**src/rtl/hazard_ctrl.sv**
```systemverilog
// hazard_ctrl: load-use stall sequencer with memory-busy freeze, taken-branch
// flush and post-reset warm-up suppression.
// Optional build macro: HAZARD_STATS_EN adds stall/bubble/flush event counters.
module hazard_ctrl #(
    parameter int REGADDR_W    = 5,
    parameter int LOAD_LATENCY = 1,
    parameter int WARMUP       = 2,
    parameter int ZERO_REG     = 31
) (
    input  logic                 clk,
    input  logic                 reset,
    input  logic [REGADDR_W-1:0] id_rn,
    input  logic [REGADDR_W-1:0] id_rm,
    input  logic [REGADDR_W-1:0] id_rt,
    input  logic                 id_uses_rm,
    input  logic                 id_uses_rt,
    input  logic                 idex_memread,
    input  logic [REGADDR_W-1:0] idex_rd,
    input  logic                 br_taken,
    input  logic                 mem_busy,
    output logic                 stall,
    output logic                 pc_write,
    output logic                 ifid_write,
    output logic                 idex_bubble,
    output logic                 flush_ifid,
    output logic                 flush_idex,
    output logic                 freeze
`ifdef HAZARD_STATS_EN
    ,
    output logic [31:0]          stall_cycles,
    output logic [31:0]          bubble_events,
    output logic [31:0]          flush_events
`endif
);

    localparam int                   WW       = (WARMUP < 1) ? 1 : $clog2(WARMUP + 1);
    localparam logic [WW-1:0]        WARM_MAX = WW'(WARMUP);
    localparam logic [2:0]           CNT_INIT = 3'(LOAD_LATENCY - 1);
    localparam logic [REGADDR_W-1:0] ZREG     = REGADDR_W'(ZERO_REG);
    localparam bit                   MULTI    = (LOAD_LATENCY > 1);

    typedef enum logic {
        IDLE,
        STALL
    } state_t;

    state_t        state;
    logic [2:0]    cnt;
    logic [WW-1:0] warm;
    logic          warm_done;
    logic          detect;
    logic          stall_req;

    assign warm_done = (warm >= WARM_MAX);

    // Load-use hazard: load in EX writes a register the ID instruction reads
    always_comb begin
        detect = warm_done && idex_memread && (idex_rd != ZREG) &&
                 ((id_rn == idex_rd) ||
                  (id_uses_rm && (id_rm == idex_rd)) ||
                  (id_uses_rt && (id_rt == idex_rd)));
        // detect only matters in IDLE; STALL already stalls unconditionally
        stall_req = (state == STALL) || detect;
    end

    // Pipeline control outputs, prioritised busy > branch > stall
    always_comb begin
        stall       = 1'b0;
        pc_write    = 1'b1;
        ifid_write  = 1'b1;
        idex_bubble = 1'b0;
        flush_ifid  = 1'b0;
        flush_idex  = 1'b0;
        freeze      = 1'b0;
        if (reset) begin
            // defaults: PC and IF/ID free-running, everything else quiet
        end else if (mem_busy) begin
            freeze     = 1'b1;
            pc_write   = 1'b0;
            ifid_write = 1'b0;
        end else if (br_taken) begin
            flush_ifid = 1'b1;
            flush_idex = 1'b1;
        end else if (stall_req) begin
            stall       = 1'b1;
            pc_write    = 1'b0;
            ifid_write  = 1'b0;
            idex_bubble = 1'b1;
        end
    end

    // Stall sequencer and reset-relative warm-up counter
    always_ff @(posedge clk) begin
        if (reset) begin
            state <= IDLE;
            cnt   <= '0;
            warm  <= '0;
        end else begin
            // warm-up counts cycles since reset, independent of mem_busy
            if (warm < WARM_MAX) begin
                warm <= warm + 1'b1;
            end
            if (!mem_busy) begin
                if (br_taken) begin
                    state <= IDLE;
                    cnt   <= '0;
                end else begin
                    case (state)
                        IDLE: begin
                            // first bubble is issued from IDLE; STALL covers the rest
                            if (detect && MULTI) begin
                                state <= STALL;
                                cnt   <= CNT_INIT;
                            end
                        end
                        STALL: begin
                            if (cnt <= 3'd1) begin
                                state <= IDLE;
                                cnt   <= '0;
                            end else begin
                                cnt <= cnt - 3'd1;
                            end
                        end
                        default: begin
                            state <= IDLE;
                            cnt   <= '0;
                        end
                    endcase
                end
            end
        end
    end

`ifdef HAZARD_STATS_EN
    // Event counters, wrapping at 2^32
    always_ff @(posedge clk) begin
        if (reset) begin
            stall_cycles  <= '0;
            bubble_events <= '0;
            flush_events  <= '0;
        end else begin
            if (stall) begin
                stall_cycles <= stall_cycles + 32'd1;
            end
            if (stall && (state == IDLE)) begin
                bubble_events <= bubble_events + 32'd1;
            end
            if (flush_ifid) begin
                flush_events <= flush_events + 32'd1;
            end
        end
    end
`endif

endmodule

```
**config.mk**
```make
export PLATFORM = sky130hd
export DESIGN_NAME = hazard_ctrl
export DESIGN_NICKNAME = d
export VERILOG_FILES = /design/src/rtl/hazard_ctrl.sv
export SDC_FILE = /design/constraint.sdc
export NUM_CORES = 1
export LEC_CHECK = 0
export BUFFER_PORTS_ARGS = -buffer_cell sky130_fd_sc_hd__buf_2
export CAP_MARGIN = 10
export CORE_MARGIN = 3
export CORE_UTILIZATION = 45
export CTS_CLUSTER_SIZE = 40
export DETAILED_ROUTE_END_ITERATION = 8
export GPL_ROUTABILITY_DRIVEN = 0
export PLACE_DENSITY = 0.84
export REMOVE_ABC_BUFFERS = 1
export SYNTH_ARGS = -nofsm -noshare
export SYNTH_HDL_FRONTEND = slang
export SYNTH_SLANG_ARGS = --single-unit
```
**constraint.sdc**
```tcl
create_clock -name clk -period 5.28 [get_ports clk]
set_clock_uncertainty 0.05 [all_clocks]
set_input_delay 1.056 -clock clk [delete_from_list [all_inputs] [get_ports clk]]
set_output_delay 1.056 -clock clk [all_outputs]
set_load 0.02 [all_outputs]
```
==> impl_results.md <==
- Routed vias/inst: 5.10
- Clock Latency Late Sink: 250 ps
- Outcome: completed
- CTS tree: built
- Max Slew Vio Count: 0
- Post-synthesis cell area: 602 sq um
- RR Endpoint: cnt[2]
- Routed WL per cell: 11.9 microns
- HPWL after detailed placement: 1.20 mm
- Layout area overhead: 27.2%
- Clock Path Buffers: 2
- Antenna Diode Count: 0
- Avg Synthesized Cell Area: 8.24 sq um
- Max VDD drop: 0.178 mV
- Crit path cell chain: buf_2, and3_4, a2111o_1, nand4bb_1, o221a_2, buf_2
- Post-synthesis sequential area ratio: 20.0%
- Number of global-route vias before repair: 569
- Area contributors post-synth: dfxtp_1 20%, xor2_1 19%, ha_1 6.2%
- First-pass GRT wire length: 2.27 mm
- Clock-pin slew on the worst setup and hold paths: 40 ps
- Placed cells: 115
- HP Start: cnt[2]
- Pwr Density: 203 nW/um^2
- Starting Density: about half
- Die Width: between 40 and 50 microns
- Hold Path End: cnt[2]
- WL met1: 554 microns
- Max Freq: 293 MHz
- Io pins: 34
- Met3 Routed Length: 90 microns
- Post-route insts no fill: between 100 and 150
- CP max-delay cell: a2111o_1
- Final WL: ~1.4 mm
- Largest area contributor in the netlist: dfxtp_1
- Area fraction of the dominant cell type after synthesis: between 10% and 20%
- Worst setup EP type: output pin
- CP dominant cell by count: buf_2
- Setup_tns: 0 ps
- Synth Register Bits: 6
- Layout Nets: around 140
- Final hold viol count: 0
- Mapped Cells: 73
- Crit Path Max Fanout: 4
- R2R cell count: 6
- # Max-Cap Violations: 0
- Max Used Layer: met4
- WHS Path Cells: 2
- WHS: around 420 ps
- Netlist cell types: 28
- Maximum level of the CTS H-tree: 1
- Layout cell share with drive strength beyond 1: a little under two fifths
- Critical Path AT: 2300 ps
- Full die area: 1810 sq um
- Final setup fails: 0
- Rel. slew slack: 78.0%
- Drt pass-1 iters: 4
- Initial antenna violation count: 0
- WS Path Type: in -> out
- Die H: approximately 43 microns
- Fin crit share: 64.6%
- Met2 Wirelength: 706 microns
- Critical path's largest stage delay: 420 ps
- Port Buf Inserts: 33
- Post-CTS setup buffer count: 0
- Synth Warn #: 0
- Min cycle time layout: 3410 ps
- Leakage: 0.360 nW
- Gr usage total: roughly 17%
- Worst slew pin tran: roughly 330 ps
- Crit path required time: ~4200 ps
- Pin count of the biggest net entering global routing: 12
- CTS Sinks: 6
- Commonest non-fill, non-tap cell in the layout: buf_2
- Unrepaired setup endpoints after global routing: false
- Core Region: 1190 sq um
- DR vias: 602
- DRC: 0
- Worst Hold Class: reg -> reg
- Post-CTS Resized: 0
- Std-Cell Rows: 12
- Fill cells: between 100 and 150
- Hold buffers post-CTS: 0
- Clk root buf: clkbuf_4
- Final antenna-violating net count: 0
- R2r setup slk: 3850 ps
- Startpoint Class: input port
- Remaining global-route overflow: 0
- Cts bufs inserted: 3
- Commonest cells after routing, fill and taps aside: 33 x buf_2, 13 x xor2_1
- FF-to-FF Start: cnt[1]
- Iteration-0 DRC Markers: 11
[layer usage]
| metal | up-vias | track usage (%) |
|---|---|---|
| met2 | 23 | 29.2 |
| met5 | - | 0 |
| met1 | 257 | 16.5 |
| met3 | 6 | 3.86 |
| met4 | 0 | 14.3 |
| li1 | 316 | - |
[worst max-delay path, delay by kind of cell]
family	cells	cell delay [ps]
buf+inv	2	300
compound gates	2	570
simple gates	2	380
[flip-flops by register name, indices dropped and copies added, names as in the netlist]
name,flops
cnt,3
state,1
warm,2
[cell usage after synthesis]
| master | number |
|---|---|
| a2111o_1 | 1 |
| a211oi_1 | 1 |
| a21oi_1 | 6 |
| a22oi_1 | 1 |
| a31oi_1 | 1 |
| a32oi_1 | 1 |
| and2_1 | 2 |
| and3_4 | 1 |
| buf_4 | 4 |
| buf_6 | 1 |
| dfxtp_1 | 6 |
| ha_1 | 3 |
| inv_1 | 6 |
| mux2i_1 | 1 |
| nand3_1 | 1 |
| nand4bb_1 | 1 |
| nor2_1 | 6 |
| nor2b_1 | 1 |
| nor3_1 | 2 |
| nor3_2 | 1 |
| nor3b_1 | 1 |
| nor4_1 | 2 |
| o21ai_0 | 2 |
| o21ai_1 | 1 |
| o21bai_1 | 2 |
| o221a_2 | 1 |
| xnor2_1 | 4 |
| xor2_1 | 13 |
[where the power goes]
part / total (W) / leakage, nW / internal, W / switching [W]
sequential: 0.0000583 / 0.0489 / 0.0000525 / 0.00000581
combinational: 0.0000551 / 0.297 / 0.0000269 / 0.0000282
clock: 0.0000421 / 0.0138 / 0.0000257 / 0.0000164
[stage by stage]
stage / util, % / area [sq um] / setup WS (ps) / power [W]
6_report: 64.6 / 766 / 1870 / 0.000155
5_1_grt: 64.6 / 766 / 1820 / 0.000168
4_1_cts: 64.6 / 766 / 1880 / 0.000158
3_5_place_dp: 62.7 / 743 / 1880 / 0.000114
3_3_place_gp: 62.7 / 743 / 1930 / 0.000112
2_1_floorplan: - / 561 / 1940 / 0.0000919
[area by class of cell]
type | instances | area, sq um | area share [%]
multi-input combinational | 56 | 418 | 54.6
inverter | 6 | 22.5 | 2.94
clock buffer | 3 | 22.5 | 2.94
sequential | 6 | 120 | 15.7
tap | 14 | 17.5 | 2.29
timing repair buffer | 33 | 165 | 21.6
[cells by family (layout without fill, tap and decap cells)]
group	count (synthesis)	count (layout)	synth area share [%]
and+or+nand+nor	18	18	18.1
AOI/OAI and AO/OA	17	17	18.7
xor gates and xnor gates	17	17	24.7
buffers and inverters	11	42	10.6
DFF	6	6	20.0
adders and majority gates	3	3	6.24
muxes	1	1	1.66
[worst max path at each step]
stage,startpoint,end,slack (ps),depth (start not counted)
3_5_place_dp,idex_rd[3],ifid_write,1880,6
2_1_floorplan,idex_rd[3],idex_bubble,1940,4
4_1_cts,idex_rd[3],ifid_write,1880,6
3_3_place_gp,idex_rd[1],pc_write,1930,6
6_report,idex_rd[1],pc_write,1870,6
5_1_grt,idex_rd[3],pc_write,1820,6
(Power assumes the default switching activity.)
